--- src/rtl/axi_order_pkg.sv ---
`default_nettype none
// ============================================================================
// axi_order_pkg : slave index constants and one-hot helpers for read ordering
// Rev 1.0
// ============================================================================
package axi_order_pkg;

  typedef logic [1:0] slv_idx_t;

  localparam slv_idx_t SLV_S0 = 2'd0;
  localparam slv_idx_t SLV_S1 = 2'd1;
  localparam slv_idx_t SLV_S2 = 2'd2;
  localparam slv_idx_t SLV_SD = 2'd3;

  localparam int DEPTH_DEFAULT = 8;

  // SD has no ordered grant line, so it maps to all-zero
  function automatic logic [2:0] idx2oh(input slv_idx_t idx);
    logic [2:0] oh;
    oh = 3'b000;
    case (idx)
      SLV_S0:  oh = 3'b001;
      SLV_S1:  oh = 3'b010;
      SLV_S2:  oh = 3'b100;
      default: oh = 3'b000;
    endcase
    return oh;
  endfunction

  function automatic logic oh_valid(input logic [3:0] vec);
    return (vec != 4'b0000) && ((vec & (vec - 4'b0001)) == 4'b0000);
  endfunction

  function automatic slv_idx_t oh2idx(input logic [2:0] oh);
    slv_idx_t idx;
    idx = SLV_S0;
    if (oh[1]) idx = SLV_S1;
    if (oh[2]) idx = SLV_S2;
    return idx;
  endfunction

endpackage
`default_nettype wire

--- src/rtl/axi_order_fifo.sv ---
`default_nettype none
// ============================================================================
// axi_order_fifo : generic synchronous circular FIFO with head-data read
// Rev 1.0
// ============================================================================
module axi_order_fifo #(
  parameter int WIDTH = 2,
  parameter int DEPTH = 8,
  parameter int CNT_W = $clog2(DEPTH) + 1
) (
  input  logic             clk,
  input  logic             rst,
  input  logic             push,
  input  logic             pop,
  input  logic [WIDTH-1:0] wdata,
  output logic [WIDTH-1:0] rdata,
  output logic             full,
  output logic             empty,
  output logic [CNT_W-1:0] count
);

  localparam int             AW       = $clog2(DEPTH);
  localparam logic [CNT_W-1:0] FULL_CNT = CNT_W'(DEPTH);

  logic [WIDTH-1:0] mem_q [DEPTH];
  logic [WIDTH-1:0] mem_d [DEPTH];
  logic [AW-1:0]    head_q, head_d;
  logic [AW-1:0]    tail_q, tail_d;
  logic [CNT_W-1:0] count_q, count_d;
  logic             do_push;
  logic             do_pop;

  assign full  = (count_q == FULL_CNT);
  assign empty = (count_q == '0);
  assign count = count_q;
  assign rdata = mem_q[head_q];

  // A push at full is accepted only when the same cycle frees a slot
  assign do_pop  = pop & ~empty;
  assign do_push = push & (~full | do_pop);

  always_comb begin
    mem_d   = mem_q;
    head_d  = head_q;
    tail_d  = tail_q;
    count_d = count_q;
    if (do_push) begin
      mem_d[tail_q] = wdata;
      tail_d        = tail_q + 1'b1;
    end
    if (do_pop) begin
      head_d = head_q + 1'b1;
    end
    if (do_push && !do_pop) begin
      count_d = count_q + 1'b1;
    end else if (do_pop && !do_push) begin
      count_d = count_q - 1'b1;
    end
  end

  always_ff @(posedge clk) begin
    if (rst) begin
      for (int i = 0; i < DEPTH; i++) begin
        mem_q[i] <= '0;
      end
      head_q  <= '0;
      tail_q  <= '0;
      count_q <= '0;
    end else begin
      mem_q   <= mem_d;
      head_q  <= head_d;
      tail_q  <= tail_d;
      count_q <= count_d;
    end
  end

endmodule
`default_nettype wire

--- src/rtl/axi_r_order_tracker.sv ---
`default_nettype none
// ============================================================================
// axi_r_order_tracker : issue-order tracker granting R return to oldest slave
// Rev 1.0
// ============================================================================
module axi_r_order_tracker
  import axi_order_pkg::*;
#(
  parameter int DEPTH = DEPTH_DEFAULT,
  parameter int W_CNT = $clog2(DEPTH) + 1
) (
  input  logic             AXI_CLK,
  input  logic             AXI_RST,
  input  logic             AR_VALID,
  input  logic             AR_READY,
  input  logic [3:0]       AR_SEL,
  input  logic             R_DONE,
  input  logic [3:0]       R_DONE_SEL,
  output logic [2:0]       r_order_grant,
  output logic             ar_hold,
  output logic [W_CNT-1:0] outstanding,
  output logic             order_err
);

  localparam logic [3:0] SEL_SD = 4'b1000;

  logic             ar_hs;
  logic             ar_is_sd;
  logic             ar_tracked;
  logic             push_req;
  logic             r_is_sd;
  logic             pop_ok;
  logic             sel_err;
  logic             push_err;
  logic             pop_err;
  slv_idx_t         head_idx;
  slv_idx_t         push_idx;
  logic             fifo_full;
  logic             fifo_empty;
  logic [W_CNT-1:0] fifo_count;
  logic             order_err_q, order_err_d;

  assign ar_hs      = AR_VALID & AR_READY;
  assign ar_is_sd   = (AR_SEL == SEL_SD);
  assign ar_tracked = oh_valid(AR_SEL) & ~AR_SEL[3];
  assign push_req   = ar_hs & ar_tracked;
  assign push_idx   = oh2idx(AR_SEL[2:0]);

  // Only a completion from the exact head slave retires an entry
  assign r_is_sd = (R_DONE_SEL == SEL_SD);
  assign pop_ok  = R_DONE & ~fifo_empty & (R_DONE_SEL == {1'b0, idx2oh(head_idx)});

  assign sel_err  = ar_hs & ~ar_tracked & ~ar_is_sd;
  assign push_err = push_req & fifo_full & ~pop_ok;
  assign pop_err  = R_DONE & ~r_is_sd & ~pop_ok;

  axi_order_fifo #(
    .WIDTH (2),
    .DEPTH (DEPTH),
    .CNT_W (W_CNT)
  ) u_fifo (
    .clk   (AXI_CLK),
    .rst   (AXI_RST),
    .push  (push_req),
    .pop   (pop_ok),
    .wdata (push_idx),
    .rdata (head_idx),
    .full  (fifo_full),
    .empty (fifo_empty),
    .count (fifo_count)
  );

  always_comb begin
    order_err_d = order_err_q | sel_err | push_err | pop_err;
  end

  always_ff @(posedge AXI_CLK) begin
    if (AXI_RST) begin
      order_err_q <= 1'b0;
    end else begin
      order_err_q <= order_err_d;
    end
  end

  // Grant depends only on FIFO registers, never on this cycle's inputs
  assign r_order_grant = fifo_empty ? 3'b000 : idx2oh(head_idx);
  assign ar_hold       = fifo_full;
  assign outstanding   = fifo_count;
  assign order_err     = order_err_q;

endmodule
`default_nettype wire
--- config.mk ---
export PLATFORM = sky130hd
export DESIGN_NAME = axi_r_order_tracker
export DESIGN_NICKNAME = d
export VERILOG_FILES = /design/src/rtl/axi_order_pkg.sv /design/src/rtl/axi_order_fifo.sv /design/src/rtl/axi_r_order_tracker.sv
export SDC_FILE = /design/constraint.sdc
export NUM_CORES = 1
export LEC_CHECK = 0
export CAP_MARGIN = 20
export CELL_PAD_IN_SITES_DETAIL_PLACEMENT = 1
export CELL_PAD_IN_SITES_GLOBAL_PLACEMENT = 2
export CORE_UTILIZATION = 30
export CTS_CLUSTER_SIZE = 10
export DETAILED_ROUTE_END_ITERATION = 8
export GPL_TIMING_DRIVEN = 0
export PLACE_DENSITY = 0.72
export RECOVER_POWER = 50
export SYNTH_ARGS = -nofsm -noshare
export SYNTH_HDL_FRONTEND = slang
export SYNTH_SLANG_ARGS = --single-unit
--- constraint.sdc ---
create_clock -name AXI_CLK -period 7.3 [get_ports AXI_CLK]
set_input_delay 1.46 -clock AXI_CLK [delete_from_list [all_inputs] [get_ports AXI_CLK]]
set_output_delay 1.46 -clock AXI_CLK [all_outputs]
set_load 0.05 [all_outputs]
; Word level (Yosys, flattened, before mapping)
; Cells that the tools add are included.
[word_totals]
output_inout_bits = 9
word_cells = 76
ff_bits = 27
inputBits = 13
[op_classes]
magnitude_cmp = 3
bitwise = 27
n_eq_ne = 6
n_addsub = 5
reduce_logical = 11
muxes = 12
[op_table]
columns = cell, n
row1 = 16-bit bitwise mux, 1
row2 = 1-bit bitwise AND, 13
row3 = "4-bit == test, second input constant", 3
row4 = 3-bit case mux with 3 select lines, 1
row5 = "4-bit >= comparator, second input constant", 2
row6 = 4-bit logical NOT, 2
row7 = 2-bit 2-to-1 mux, 4
row8 = 4-bit 2-to-1 mux, 2
row9 = 3-bit NOT with 4-bit output, 2
row10 = "4-bit by 1-bit subtractor with 4-bit output, second input constant", 2
row11 = 1-bit NOT, 7
row12 = "3-bit by 1-bit adder with 3-bit output, second input constant", 2
row13 = 2-bit binary-select mux with 3-bit select, 1
row14 = 2-bit demux with 3-bit select, 1
row15 = "4-bit by 1-bit adder with 4-bit output, second input constant", 1
row16 = 4-bit bitwise AND, 1
row17 = 4-bit by 3-bit == test with 1-bit output, 1
row18 = 1-bit logical AND, 4
row19 = "4-bit by 1-bit < comparator with 1-bit output, second input constant", 1
row20 = 1-bit bitwise OR, 4
row21 = 4-bit nonzero test, 1
row22 = 3-bit 2-to-1 mux, 1
row23 = "2-bit by 1-bit == test with 1-bit output, second input constant", 1
row24 = "2-bit == test, second input constant", 1
row25 = 4 further kinds, 5

; Longest topological paths before layout
[logic_depth]
word_depth = 15
ltp_mapped = 15
ltp_nobuf = 14

; Hierarchy
; A second synthesis with hierarchy kept.
[hier_totals]
hier_cells = 160
hier_area_um2 = 1592.8
[by_module_without_submodules]
columns = module, n_inst, area_each_um2, cells_each
row1 = axi_order_fifo, 1, 1402.6, 134
row2 = axi_r_order_tracker, 1, 190.2, 26

; Worst setup path after synthesis
; Ideal clock, no wire load.
[synth_timing]
kind = input to register
from = input R_DONE_SEL[2]
to = register u_fifo.count_q[3] (netlist: u_fifo.count[3])
t_arrival_ns = 3.851
slack_ns = 3.378
stages = 12
path_cell_list = xor2_1 > nor4b_1 > o31ai_4 > a21oi_2 > ha_1 > inv_1 > ha_1 > a21o_1 > a21oi_1 > xnor2_1 > or3_1 > a21oi_1
[synth_between]
elab_chain_len = 8
[synth_lines]
columns = element, line_no
row1 = from (decl), axi_r_order_tracker.sv:18  ; input logic [3:0] R_DONE_SEL,
row2 = 4-bit by 3-bit == test with 1-bit output *, axi_r_order_tracker.sv:51  ; assign pop_ok = R_DONE & ~fifo_empty & (R_DONE_SEL == {1'b0, idx2oh(head_idx)});
row3 = 1-bit bitwise AND *, axi_r_order_tracker.sv:51
row4 = 1-bit bitwise AND *, axi_order_fifo.sv:39  ; assign do_pop = pop & ~empty;
row5 = 1-bit bitwise OR *, axi_order_fifo.sv:40  ; assign do_push = push & (~full | do_pop);
row6 = 1-bit bitwise AND *, axi_order_fifo.sv:40
row7 = net u_fifo.do_push, axi_order_fifo.sv:30  ; logic do_push;
row8 = 1-bit logical NOT, axi_order_fifo.sv:56  ; end else if (do_pop && !do_push) begin
row9 = 1-bit logical AND, axi_order_fifo.sv:56
row10 = 2-bit nonzero test (no line), -
row11 = to (signal assigned), axi_order_fifo.sv:73  ; count_q <= count_d;
row12 = to (decl), axi_order_fifo.sv:29  ; logic [CNT_W-1:0] count_q, count_d;
; The timed path passes the listed nets; every way through them passes the cells marked *.
; A chain may end at the register's enable or synchronous reset.

; Worst setup path in the final report
[layout_timing]
from = input R_DONE_SEL[2]
to = register u_fifo.count_q[3] (netlist: u_fifo.count[3])
[layout_between]
elab_chain_len = 8
[layout_lines]
columns = element, line_no
row1 = 4-bit by 3-bit == test with 1-bit output *, axi_r_order_tracker.sv:51
row2 = 1-bit bitwise AND *, axi_r_order_tracker.sv:51
row3 = 1-bit bitwise AND *, axi_order_fifo.sv:39
row4 = 1-bit bitwise OR, axi_order_fifo.sv:40
row5 = 1-bit bitwise AND, axi_order_fifo.sv:40
row6 = 1-bit logical NOT, axi_order_fifo.sv:56
row7 = 1-bit logical AND, axi_order_fifo.sv:56
row8 = 2-bit nonzero test (no line), -
; Mark *: on every way between the ends. The rest lies on a longest branch, timed or not.

==> run summary <==
================================================================================
Run status ........................................................ finished clean
First-iteration detailed-routing DRC count ........................           50
F_max .............................................................      194 MHz
Ant. Diodes .......................................................            0
Largest net degree at the start of global routing .................           17
Total Power .......................................................     0.292 mW
Synthesized netlist cell count ....................................          164
Fraction of layout cells with a size suffix above 1 ...............        11.6%
Final instance count without filler cells .........................          259
DPL Wire Length ...................................................      3190 um
Final setup vio count .............................................            0
Final critical path time including I/O delays and setup ...........      5.16 ns
Final Hold Viols ..................................................            0
Critical path type ................................................ primary input to flop
Cell depth of the worst hold path .................................            2
Data arrival at the endpoint of the critical path .................      5.38 ns
Proportion of synthesized chip area in sequential cells ...........        33.3%
Total area of sequential cells ....................................      541 um2
Worst hold path type .............................................. flop to flop
Total via count after detailed routing ............................         1311
Measured slew at the worst slew-check pin .........................      1.17 ns
RSZ-0062 raised after global routing ..............................           no
Fillers ...........................................................          607
Number of instances resized during post-cts repair ................            0
Share of the clock period used by the worst path ..................        70.7%
Maximum ir drop on the vdd rail ...................................      61.5 uV
Yosys synthesis warning count .....................................            0
Multi-input gate area .............................................      971 um2
Fraction of registers with async set/reset ........................           0%
Total grt overflow ................................................            0
Clock insertion delay at the later pin of the skew report .........      0.28 ns
Number of synthesized register bits ...............................           27
Average via count per standard cell ...............................         5.06
Reported leakage power ............................................     0.664 nW
Net count after synthesis .........................................          183
Worst hold slack ..................................................     0.465 ns
Number of placed instances, taps included .........................          255
Gpl congestion ....................................................        0.763
Number of nets at the end of the flow .............................          209
Site Rows .........................................................           26
Worst R2R Path Depth ..............................................           14
Final WL ..........................................................      4020 um
Sink Count ........................................................           27
Number of buffers added by the clock tree synthesis step ..........            3
Nature of the critical path endpoint ..............................         flop
Buffer type at the clock tree root ................................     clkbuf_8
Average instance area after synthesis .............................     9.89 um2
Clock-pin slew on the worst setup and hold paths ..................      0.10 ns
P&R area growth vs syn ............................................        18.4%
Post-CTS setup repair buffer count ................................            0
Number of antenna violations at the first check in global routing .            0
Floorplan die height ..............................................      75.5 um
Maximum level of the CTS H-tree ...................................            1
Clock Path Buffers ................................................            2
# Max-Cap Violations ..............................................            0
IO Count ..........................................................           22
Initial Utilization ...............................................        31.3%
Average wire per standard cell ....................................      15.5 um
Most used cells in the layout excluding fill and tap cells ........ dfxtp_1, nand2_1, mux2i_1
Largest fanout on the critical path ...............................           10
Type of origin of the critical path ............................... primary input
Power density over the cells ......................................   152 nW/um2
DR pass1 iterations ...............................................            4
Core box area .....................................................     5170 um2
Worst Clk Skew ....................................................   0.00537 ns
DIE WIDTH .........................................................      75.5 um
Wire length of the first global-routing pass ......................      6360 um
Total negative setup slack ........................................         0 ns
Library cells used by synthesis ...................................           42
ANT nets after route ..............................................            0
Number of enable-type register cells in the synthesized netlist ...            0
All-layer global routing usage ....................................        15.2%
TritonCTS clock tree ..............................................         done
Port Buf Inserts ..................................................           21
Hold Buf Count CTS ................................................            0
Netlist area before placement .....................................     1620 um2
Number of global-route vias before repair .........................         1344
Commonest non-fill, non-tap cell in the layout ....................      dfxtp_1
Required time worst endpoint ......................................      7.52 ns
DRC Markers .......................................................            0
Slew Viols, Final .................................................            0
Die ar. ...........................................................     5700 um2
Ys flop type ......................................................      dfxtp_1
Worst slew margin .................................................        21.3%
================================================================================
cell families (layout without fill, tap and decap cells):
family          count (synthesis)  in the layout  share of synthesized area (%)
simple gates                   57             57                           16.9
compound gates                 27             27                           16.3
flops                          27             27                           33.3
mux                            26             26                           20.3
buf+inv                        14             39                           4.32
xor+xnor                        7              7                           3.78
fa+ha+maj                       6              6                           5.09
synth_stat cells, types with 3 or more instances:
| cell type | instances | share of area (%) |
|---|---|---|
| dfxtp_1 | 27 | 33 |
| a21oi_1 | 4 | 1.2 |
| mux2i_1 | 19 | 12 |
| inv_1 | 7 | 1.6 |
| a2111oi_2 | 4 | 3.7 |
| clkbuf_1 | 3 | 0.69 |
| xor2_1 | 5 | 2.7 |
| nor2_1 | 14 | 3.2 |
| nand2_1 | 25 | 5.8 |
| ha_1 | 5 | 3.9 |
| mux4_2 | 4 | 5.6 |
| o21ai_0 | 6 | 1.9 |
where the power goes:
group | total, mW | leakage [nW] | switching [mW] | internal (mW)
registers | 0.152 | 0.218 | 0.00283 | 0.149
clock network | 0.0902 | 0.0217 | 0.0513 | 0.0389
logic | 0.0500 | 0.424 | 0.0298 | 0.0202
layout make-up:
| cell class | instances | share of cell area [%] |
|---|---|---|
| inverters | 7 | 1.37 |
| clock inverters | 1 | 0.391 |
| multi-input cells | 123 | 50.6 |
| repair buffers | 21 | 10.9 |
| clock buffers | 3 | 2.15 |
| flip-flops and latches | 27 | 28.1 |
| well taps | 70 | 4.56 |
| plain buffers | 7 | 1.89 |
sequential cells by signal, indices dropped and copies added (netlist names):
register,count
order_err,1
u_fifo.count,4
u_fifo.head_q,3
u_fifo.mem_q,16
u_fifo.tail_q,3
through the flow:
stage / setup WS (ns) / util [%] / cell area [um2]
floorplan: 3.38 / - / 1620
CTS: 2.84 / 38.1 / 1970
global route: 1.85 / 37.1 / 1920
global placement: 2.65 / 37.1 / 1920
finish: 2.14 / 37.1 / 1920
detailed placement: 2.54 / 37.1 / 1920
path summary, 6_finish.rpt:
kind,startpoint,end,slack (ns)
worst max-delay path,R_DONE_SEL[2],u_fifo.count[3],2.14
worst min-delay path,u_fifo.mem_q[12],u_fifo.mem_q[12],0.46
worst max register to register,u_fifo.head_q[1],u_fifo.count[3],2.64
worst min register to register,u_fifo.mem_q[12],u_fifo.mem_q[12],0.46
critical path: stages:
cell           delay [ns]
dlygate4sd3_1        0.61
nor2_1               0.07
and4bb_2             0.22
o31ai_1              0.95
clkbuf_1             0.51
ha_1                 0.29
inv_1                0.09
ha_1                 0.28
a21o_1               0.17
a21oi_1              0.17
xnor2_1              0.09
or3_1                0.31
a21oi_1              0.13
metal layers:
layer / wire (um) / vias to the layer above / global-route usage, %
met3: 87 / 5 / 1.98
met2: 2020 / 18 / 27.8
met5: 0 / - / 0
li1: - / 644 / -
met1: 1860 / 644 / 18.1
met4: 52 / 0 / 5.35
No activity file was read; power rests on OpenSTA's default activity.
==> edit (same flow settings) <==
The package constant `DEPTH_DEFAULT` goes from 8 to 4.
--- a/src/rtl/axi_order_pkg.sv
+++ b/src/rtl/axi_order_pkg.sv
@@ -12,7 +12,7 @@
   localparam slv_idx_t SLV_S2 = 2'd2;
   localparam slv_idx_t SLV_SD = 2'd3;
 
-  localparam int DEPTH_DEFAULT = 8;
+  localparam int DEPTH_DEFAULT = 4;
 
   // SD has no ordered grant line, so it maps to all-zero
   function automatic logic [2:0] idx2oh(input slv_idx_t idx);
Interface: changed (resized outstanding); port bits go from 22 to 21. The function was not compared with the original's and may differ.
==> edit against the original RTL <==
  * The flow now finishes with violations (max-capacitance violations, max-slew violations)
  * Worst setup slack lost 120 ps
  * Sequential cell count shrank 11
  * Fmax is 2.2% lower
  * Clock power fell by 32%
  * Routed wire length is 41% lower
  * Via count decreased by 31%
  * Non-clock buffer count decreased by 6
  * Cell area shrank 32%
  * Clock skew decreased by 4.6 ps
  * Area after synthesis down 37%
  * Total power fell by 34%
  * Core utilization rose by 4.4 points
  * Largest cell class unchanged
==> edit: results (changes against the original RTL) <==
[route]
detailroute.wirelength.met3_um=96  ; +10%
drt_pass1_iterations=2  ; -2
totalWireLength_um=2370  ; -41%
detailedRoute.firstIterationViolations=34  ; -32%

[run_status]
failed_checks=max-capacitance violations, max-slew violations
run_status=complete, but fails checks

[synth]
synth-compound-area-share_pct=12.6  ; -3.7 points
netlist-cell-type-count=30  ; -29%
netlist_area_um2=1010  ; -37%
synthXorXnorAreaFrac_pct=5.19  ; +1.4 points
synthesis.nets=138  ; -25%
synth_fa_ha_area_share_pct=8.15  ; +3.1 points

[critical_path]
critPathMaxFanout=7  ; -3
worst_r2r_endpoint=u_fifo.count[2]
arrival_ps=5490  ; +110 ps
reg2regPathDepth=11  ; -3
setup_slack_of_the_worst_register_to_register_path_ps=3920  ; +1280 ps

[grt]
met2_usage_pct=25.0  ; -2.8 points
first_pass_grt_wire_length_um=3930  ; -38%

[placed_design]
gp_congestion=0.750  ; -1.7%
number_of_input_and_output_port_buffers_inserted=20  ; -4.8%
hpwlAfterDp_um=1950  ; -39%

[sta]
slew_viol_final=8  ; +8
tightestPinTransition_ps=1520  ; +349 ps

[clocking]
clockRootBuffer=clkbuf_4

[worst_hold_path]
hold_path_end=u_fifo.mem_q[3]
min-delay-start=u_fifo.mem_q[3]

[job]
maxCapViolations=1  ; +1

[final_layout]
finalNonFillerCells=187  ; -28%
post_route_cells_drive_above_1_share_pct=6.29  ; -5.3 points
largest_reg_flops=8  ; -8

[power]
total_leakage_power_nw=0.461  ; -30%

edit: cell count changes in the layout (fill, tap and decap cells not counted), sizes merged, moves of 3 or more:
cell and change:
buf -3, nand3 +5, nand2 -6, mux2i -10, a2111oi -4, dfxtp -11, o21ai +3
edit: area by class of cell:
class	instances	area share, %
Buffer	2	0.578
Clock buffer	4	2.79
Inverter	8	2.31
Multi-Input combinational cell	93	50.0
Sequential cell	16	24.7
Tap cell	44	4.24
Timing Repair Buffer	20	15.4
edit: worst max path at each step:
| stage | start | to | slack, ps | cells after the start |
|---|---|---|---|---|
| final | AR_SEL[1] | u_fifo.count[2] | 2030 | 11 |
| after global placement | AR_SEL[1] | u_fifo.count[2] | 2620 | 11 |
| after CTS | AR_SEL[1] | u_fifo.count[2] | 2850 | 11 |
| after detailed placement | AR_SEL[1] | u_fifo.count[2] | 2540 | 11 |
| after global routing | AR_SEL[1] | u_fifo.count[2] | 1640 | 11 |
| after floorplan | AR_SEL[1] | u_fifo.count[2] | 3430 | 10 |
